`src/rtl/uart_rx_if.sv`:
```
// Receiver-side bundle for uart_rx: serial line, frame configuration and decoded outputs.
interface uart_rx_if #(
    parameter int DATA_WIDTH = 8
);
    logic                  rx_in;
    logic [5:0]            prescale;
    logic                  par_en;
    logic                  par_type;
    logic [DATA_WIDTH-1:0] p_data;
    logic                  data_valid;
    logic                  par_err;
    logic                  stop_err;

    modport master (
        output rx_in, prescale, par_en, par_type,
        input  p_data, data_valid, par_err, stop_err
    );

    modport slave (
        input  rx_in, prescale, par_en, par_type,
        output p_data, data_valid, par_err, stop_err
    );
endinterface

```
`src/rtl/uart_rx.sv`:
```
// UART receiver: oversampled 8N1/8P1 frame recovery with parity and stop checks.
// Define UART_RX_MAJORITY_EN for a 2-of-3 vote around the mid-bit sample point.
module uart_rx #(
    parameter int DATA_WIDTH = 8
) (
    input  logic     clk,
    input  logic     rst,
    uart_rx_if.slave bus
);
    typedef enum logic [2:0] {IDLE, START, DATA, PARITY, STOP} state_t;

    localparam logic [2:0] LAST_BIT = 3'(DATA_WIDTH - 1);

    state_t                state;
    logic                  sync1;
    logic                  rx_s;
    logic [5:0]            prescale_eff;
    logic [5:0]            p_lat;
    logic [5:0]            half;
    logic [5:0]            last;
    logic [5:0]            edge_cnt;
    logic [2:0]            bit_cnt;
    logic                  par_en_l;
    logic                  par_type_l;
    logic                  par_bad;
    logic [DATA_WIDTH-1:0] shreg;
    logic                  bit_end;
    logic                  bit_val;
    logic                  arm;

    always_comb begin
        prescale_eff = 6'd8;
        if (bus.prescale == 6'd16 || bus.prescale == 6'd32)
            prescale_eff = bus.prescale;
    end

    assign half    = {1'b0, p_lat[5:1]};
    assign last    = p_lat - 6'd1;
    assign bit_end = (edge_cnt == last);
    // A start may be taken from IDLE or straight out of a finishing stop bit (back-to-back frames).
    assign arm     = !rx_s && (state == IDLE || (state == STOP && bit_end));

`ifdef UART_RX_MAJORITY_EN
    logic [2:0] votes;

    always_ff @(posedge clk) begin
        if (rst) begin
            votes <= '1;
        end else if (state != IDLE) begin
            if (edge_cnt == half - 6'd1) votes[0] <= rx_s;
            if (edge_cnt == half)        votes[1] <= rx_s;
            if (edge_cnt == half + 6'd1) votes[2] <= rx_s;
        end
    end

    assign bit_val = (votes[0] & votes[1]) | (votes[0] & votes[2]) | (votes[1] & votes[2]);
`else
    logic smp;

    always_ff @(posedge clk) begin
        if (rst) begin
            smp <= 1'b1;
        end else if (state != IDLE && edge_cnt == half) begin
            smp <= rx_s;
        end
    end

    assign bit_val = smp;
`endif

    always_ff @(posedge clk) begin
        if (rst) begin
            state          <= IDLE;
            sync1          <= 1'b1;
            rx_s           <= 1'b1;
            p_lat          <= 6'd8;
            edge_cnt       <= '0;
            bit_cnt        <= '0;
            par_en_l       <= 1'b0;
            par_type_l     <= 1'b0;
            par_bad        <= 1'b0;
            shreg          <= '0;
            bus.p_data     <= '0;
            bus.data_valid <= 1'b0;
            bus.par_err    <= 1'b0;
            bus.stop_err   <= 1'b0;
        end else begin
            sync1          <= bus.rx_in;
            rx_s           <= sync1;
            bus.data_valid <= 1'b0;
            bus.par_err    <= 1'b0;
            bus.stop_err   <= 1'b0;

            if (state != IDLE)
                edge_cnt <= bit_end ? '0 : edge_cnt + 6'd1;

            case (state)
                IDLE: ;
                START: begin
                    if (bit_end)
                        state <= bit_val ? IDLE : DATA;
                end
                DATA: begin
                    if (bit_end) begin
                        shreg   <= {bit_val, shreg[DATA_WIDTH-1:1]};
                        bit_cnt <= bit_cnt + 3'd1;
                        if (bit_cnt == LAST_BIT)
                            state <= par_en_l ? PARITY : STOP;
                    end
                end
                PARITY: begin
                    if (bit_end) begin
                        par_bad <= (bit_val != (^shreg ^ par_type_l));
                        state   <= STOP;
                    end
                end
                STOP: begin
                    if (bit_end) begin
                        if (bit_val && !par_bad) begin
                            bus.data_valid <= 1'b1;
                            bus.p_data     <= shreg;
                        end
                        bus.par_err  <= par_bad;
                        bus.stop_err <= !bit_val;
                        state        <= IDLE;
                    end
                end
                default: state <= IDLE;
            endcase

            // Overrides the STOP->IDLE move above when the next start bit is already on the line.
            if (arm) begin
                state      <= START;
                p_lat      <= prescale_eff;
                par_en_l   <= bus.par_en;
                par_type_l <= bus.par_type;
                edge_cnt   <= '0;
                bit_cnt    <= '0;
                par_bad    <= 1'b0;
            end
        end
    end
endmodule

```
`src/flat_wrapper.sv`:
```
// flat-port wrapper written by rule: the top's interface ports become plain ports
module uart_rx_flat 
#(
    parameter int DATA_WIDTH = 8
)
  (clk, rst, bus_rx_in, bus_prescale, bus_par_en, bus_par_type, bus_p_data, bus_data_valid, bus_par_err, bus_stop_err);
  uart_rx_if #(.DATA_WIDTH(DATA_WIDTH)) bus_i ();
  input  logic clk;
  input  logic rst;
  input wire logic [$bits(bus_i.rx_in)-1:0] bus_rx_in;
  input wire logic [$bits(bus_i.prescale)-1:0] bus_prescale;
  input wire logic [$bits(bus_i.par_en)-1:0] bus_par_en;
  input wire logic [$bits(bus_i.par_type)-1:0] bus_par_type;
  output wire logic [$bits(bus_i.p_data)-1:0] bus_p_data;
  output wire logic [$bits(bus_i.data_valid)-1:0] bus_data_valid;
  output wire logic [$bits(bus_i.par_err)-1:0] bus_par_err;
  output wire logic [$bits(bus_i.stop_err)-1:0] bus_stop_err;
  assign bus_i.rx_in = bus_rx_in;
  assign bus_i.prescale = bus_prescale;
  assign bus_i.par_en = bus_par_en;
  assign bus_i.par_type = bus_par_type;
  assign bus_p_data = bus_i.p_data;
  assign bus_data_valid = bus_i.data_valid;
  assign bus_par_err = bus_i.par_err;
  assign bus_stop_err = bus_i.stop_err;
  uart_rx #(.DATA_WIDTH(DATA_WIDTH)) u_core (.clk(clk), .rst(rst), .bus(bus_i));
endmodule
```
`config.mk`:
```
export PLATFORM = sky130hd
export DESIGN_NAME = uart_rx_flat
export DESIGN_NICKNAME = d
export VERILOG_FILES = /design/src/rtl/uart_rx_if.sv /design/src/rtl/uart_rx.sv /design/src/flat_wrapper.sv
export SDC_FILE = /design/constraint.sdc
export NUM_CORES = 1
export LEC_CHECK = 0
export ABC_AREA = 1
export CORE_AREA = 2 2 69 71
export DETAILED_ROUTE_END_ITERATION = 10
export DIE_AREA = 0 0 71 73
export PLACE_DENSITY = 0.66
export SETUP_SLACK_MARGIN = 0.2
export SLEW_MARGIN = 20
export SYNTH_ARGS = -nofsm -noshare
export SYNTH_HDL_FRONTEND = slang
export SYNTH_SLANG_ARGS = --single-unit
```
`constraint.sdc`:
```
create_clock -name clk -period 4.56 [get_ports clk]
set_clock_uncertainty 0.2 [all_clocks]
set_input_delay 0.912 -clock clk [delete_from_list [all_inputs] [get_ports clk]]
set_output_delay 0.912 -clock clk [all_outputs]
set_load 0.02 [all_outputs]
```
# ---- After elaboration in Yosys (flattened, before gate mapping)
# Index checks and enable logic that the tools add are counted.
dict set report word_totals {
  mem_count 0
  wordCells 75
  output_inout_bits 11
  latchBits 0
  ramBits 0
  regBits 43
  rom_bits 0
  inputBits 11
}
dict set report op_classes {
  n_reduce_logical 19
  n_eq_ne 21
  n_addsub 3
  mux 12
  div 0
  n_mul 0
  shifts 0
  magnitude_cmp 0
  n_bitwise 4
}
# cell count
set op_table {}
lappend op_table {{3-bit two-way mux} 6}
lappend op_table {{3-bit by 1-bit != test with 1-bit output (second input constant)} 5}
lappend op_table {{3-bit one-hot mux with 5 select lines} 1}
lappend op_table {{6-bit two-way mux} 2}
lappend op_table {{2-bit by 1-bit != test with 1-bit output (second input constant)} 6}
lappend op_table {{6-bit AND reduction} 2}
lappend op_table {{8-bit parity} 1}
lappend op_table {{6-bit by 1-bit adder with 6-bit output (second input constant)} 1}
lappend op_table {{3-bit by 2-bit equality test with 1-bit output (second input constant)} 2}
lappend op_table {{3-bit equality test (second input constant)} 2}
lappend op_table {{6-bit by 5-bit equality test with 1-bit output} 1}
lappend op_table {{6-bit by 5-bit equality test with 1-bit output (second input constant)} 1}
lappend op_table {{6-bit equality test} 1}
lappend op_table {{6-bit equality test (second input constant)} 1}
lappend op_table {{6-bit by 1-bit subtractor with 6-bit output (second input constant)} 1}
lappend op_table {{1-bit logical AND} 4}
lappend op_table {{2-bit AND reduction} 2}
lappend op_table {{3-bit by 1-bit adder with 3-bit output (second input constant)} 1}
lappend op_table {{3-bit by 1-bit equality test with 1-bit output (second input constant)} 1}
lappend op_table {{1-bit zero test} 3}
lappend op_table {{3-bit zero test} 1}
lappend op_table {{1-bit NOT} 3}
lappend op_table {{3-bit AND reduction} 1}
lappend op_table {{3-bit nonzero test} 1}
lappend op_table {{other kinds (7)} 9}

# ---- Depth between registers and ports, before layout
dict set report logic_depth {
  depth_word 7
  mapped_depth 15
  mapped_depth_nobuf 14
}

# ---- Worst setup path before layout
# OpenSTA, ideal clock, no wires.
dict set report synth_path {
  path_type {in2reg}
  startpoint {input bus_prescale[1]}
  endpoint {register u_core.p_lat[3]}
  arrival_ns 1.742
  required_time_ns 4.234
  setup_ns 0.126
  path_buffers 0
  cell_stages 5
  path_slack_ns 2.492
  path_cell_list {or2_2 > nor4_1 > o21ai_0 > nor2_1 > a21oi_1}
}
dict set report synth_between {
  elab_chain_cells 3
  word_cells_on_any_way 4
}
# element line_no
set synth_lines {}
lappend synth_lines {{from (decl)} flat_wrapper.sv:11} ;# input wire logic [$bits(bus_i.prescale)-1:0] bus_prescale;
lappend synth_lines {{6-bit by 5-bit equality test with 1-bit output / 6-bit equality test (equally long branches)} uart_rx.sv:33} ;# if (bus.prescale == 6'd16 || bus.prescale == 6'd32)
lappend synth_lines {{1-bit logical OR (*)} uart_rx.sv:33}
lappend synth_lines {{6-bit two-way mux (*)} uart_rx.sv:33}
lappend synth_lines {{to (signal assigned)} uart_rx.sv:134} ;# p_lat <= prescale_eff;
lappend synth_lines {{to (decl)} uart_rx.sv:18} ;# logic [5:0] p_lat;
# Every way passes the cells marked *; elsewhere a longest branch is shown, timed or not.
# A chain may end at the register's enable or synchronous reset.

==> impl_metrics.csv <==
group,metric,value,unit
synthesis,yosys.area.top_type,"dfxtp_1",
sta,rsz0062_at_grt,"false",
sta,setup_viol_count_final,0,
final_layout,nets,348,
global_routing,grt_pass1_vias,1733,
floorplanning,die_area,5180,µm²
clock_tree,cts_hold_buf,0,
final_layout,drive_above_1_share,8.38,%
clock_tree,ctsRootBufferMaster,"clkbuf_8",
floorplanning,rows,25,
floorplanning,die_w,71,µm
sta,tns,0,ns
synthesis,ys_seq_elements,43,
clock_tree,cts_buffer_depth,2,
place,hpwlAfterDp,3410,µm
critical_path,cp_max_fo,14,
detailed_routing,dr_total_vias,1952,
sta,maxSlewViolCount,0,
global_routing,antenna_found_initial,0,
clock_tree,cts_setup_buffers,0,
detailed_routing,detail-route-antenna-nets,0,
clock_tree,cts_tree,"yes",
synthesis,syn_area,2160,µm²
synthesis,ys_warn_count,0,
detailed_routing,vias_per_cell,5.03,
critical_path,reg2regPathDepth,14,
global_routing,grt_overflow,0,
flow_run,cap_viol_max_count,0,
clock_tree,htreeDepth,2,
clock_tree,clock_sinks,43,
power_and_ir_drop,p_leak,1.10,nW
critical_path,path_class,"in2reg",
clock_tree,clk_pin_slew,0.08,ns
floorplanning,start_util,47.7,%
detailed_routing,drc_errors,0,
place,port_buffers,21,
final_layout,instances_no_fill,388,
synthesis,ys_types,29,
synthesis,synthArstFlopShare,0,%
hold_path,timing.hold.worst.class,"reg2reg",
clock_tree,cts_resized,0,
hold_path,hold_depth,1,
critical_path,cp-end-kind,"register",
critical_path,required,4.54,ns
power_and_ir_drop,ir_worst_vdd,0.193,mV
final_layout,antenna_cells,0,
sta,max_freq,0.388,GHz
floorplanning,die_h,73,µm
final_layout,areaGrowthSynthToFinish,16.0,%
synthesis,synth.area.top_cells,"dfxtp_1, nand2_1, nor2_1",
detailed_routing,wl,4600,µm
place,gp_congestion,0.896,
synthesis,syn_avg_cell_area,6.95,µm²
global_routing,track_usage,19.1,%
synthesis,dominantRegCellSynth,"dfxtp_1",
global_routing,grt_max_degree,17,
synthesis,synthCells,311,
sta,hold_viol_final,0,
floorplanning,coreArea,4540,µm²
floorplanning,io_pins,22,
critical_path,critPathLaunchType,"input port",
detailed_routing,wl_per_cell,11.9,µm
detailed_routing,drt_iter0_drc,133,
sta,timing.final.crit_share,56.5,%
critical_path,crit_arrival,2.55,ns
place,dpl.cell_count,380,
status,status,"finished, final reports clean",
power_and_ir_drop,power_per_cell_area,370,nW/µm²
clock_tree,clk_latency,0.30,ns
synthesis,synth-seq-area-share,39.8,%
synthesis,synth_edf_count,0,
final_layout,n_fill_cell,459,
detailed_routing,drt_pass1_iterations,5,
synthesis,synth_top_area_share,39.8,%
sta,layout_min_cycle_time,2.57,ns
clock_tree,cts-buffers-inserted,5,
synthesis,syn-num-nets,326,
global_routing,grt_pass1_wl,7780,µm
sta,tightest_slew,0.539,ns
sta,relSlewSlack,64.0,%
-- cells in the final DEF (no fill, tap or decap), types with 6 or more instances in the layout --
cell type        instances
a21oi_1                 21
clkbuf_8                 6
clkdlybuf4s50_1         21
dfxtp_1                 43
inv_1                   37
nand2_1                 89
nand2_2                  6
nand3_1                 11
nor2_1                  46
o21ai_0                  8
xnor2_1                  7
-- area by class of cell --
| class | instances | area, µm² | share of cell area [%] |
|---|---|---|---|
| Timing Repair Buffer | 21 | 210 | 8.38 |
| Inverter | 40 | 150 | 5.99 |
| Multi-Input combinational cell | 222 | 1100 | 43.9 |
| Tap cell | 54 | 67.6 | 2.69 |
| Sequential cell | 43 | 861 | 34.3 |
| Clock inverter | 2 | 35.0 | 1.40 |
| Clock buffer | 6 | 82.6 | 3.29 |
-- layer usage --
| metal | wire length, µm | share of wire [%] | track usage [%] | vias up |
|---|---|---|---|---|
| met5 | 0 | 0 | 0 | - |
| li1 | - | - | - | 1012 |
| met1 | 2080 | 45 | 23.3 | 872 |
| met4 | 97 | 2.1 | 7.76 | 0 |
| met2 | 2180 | 47 | 32.8 | 55 |
| met3 | 243 | 5.3 | 4.28 | 13 |
-- registers in the layout, indices dropped and copies added, names as in the netlist, 3 cells and up --
name,cells
u_core.state,3
u_core.bit_cnt,3
u_core.bus.p_data,8
u_core.p_lat,6
u_core.shreg,8
u_core.edge_cnt,6
-- critical path, cell delays in order --
cell and delay (ns):
clkdlybuf4s50_1 0.81, inv_1 0.37, nand2_2 0.33, o21ai_0 0.12
-- worst paths after layout --
| path | from | end | slack (ns) |
|---|---|---|---|
| max | rst | u_core.p_lat[4]$_SDFFE_PP0P_ | 1.99 |
| min | u_core.sync1$_SDFF_PP1_ | u_core.rx_s$_SDFF_PP1_ | 0.21 |
| max reg2reg | u_core.p_lat[1]$_SDFFE_PP0P_ | u_core.shreg[7]$_SDFFE_PP0P_ | 1.99 |
| min reg2reg | u_core.sync1$_SDFF_PP1_ | u_core.rx_s$_SDFF_PP1_ | 0.21 |
-- stage by stage --
step | hold slack (ns) | setup slack (ns) | util [%] | cell area, µm² | total power [mW]
2_1_floorplan | 0.189 | 2.49 | - | 2160 | 0.582
3_3_place_gp | 0.191 | 1.77 | 52.7 | 2390 | 0.630
3_5_place_dp | 0.196 | 1.69 | 52.7 | 2390 | 0.627
4_1_cts | 0.213 | 2.00 | 55.3 | 2510 | 0.936
5_1_grt | 0.246 | 1.73 | 55.3 | 2510 | 0.982
6_report | 0.212 | 1.99 | 55.3 | 2510 | 0.928
-- report_power, final --
group / internal, mW / switching, mW / leakage [nW]
clock: 0.177 / 0.130 / 0.0612
sequential: 0.395 / 0.0177 / 0.347
combinational: 0.0711 / 0.136 / 0.692
total: 0.643 / 0.284 / 1.10
-- Yosys cell counts, types with 4 or more instances --
master,count
nand2_1,89
nor2_1,46
dfxtp_1,43
inv_1,37
a21oi_1,21
nand3_1,11
o21ai_0,8
xnor2_1,7
nand2_2,6
ha_1,4
nand4_1,4
or2_2,4
xor2_1,4
-- cells by family after synthesis --
logic type	after synthesis	share of synthesized area, %
flip-flops	43	39.8
XOR/XNOR	11	4.46
adder cells (fa/ha/maj)	4	2.31
buffers and inverters	46	9.26
AND/OR/NAND/NOR	172	35.2
AO/OA/AOI/OAI	35	8.91
(Power assumes the default switching activity.)
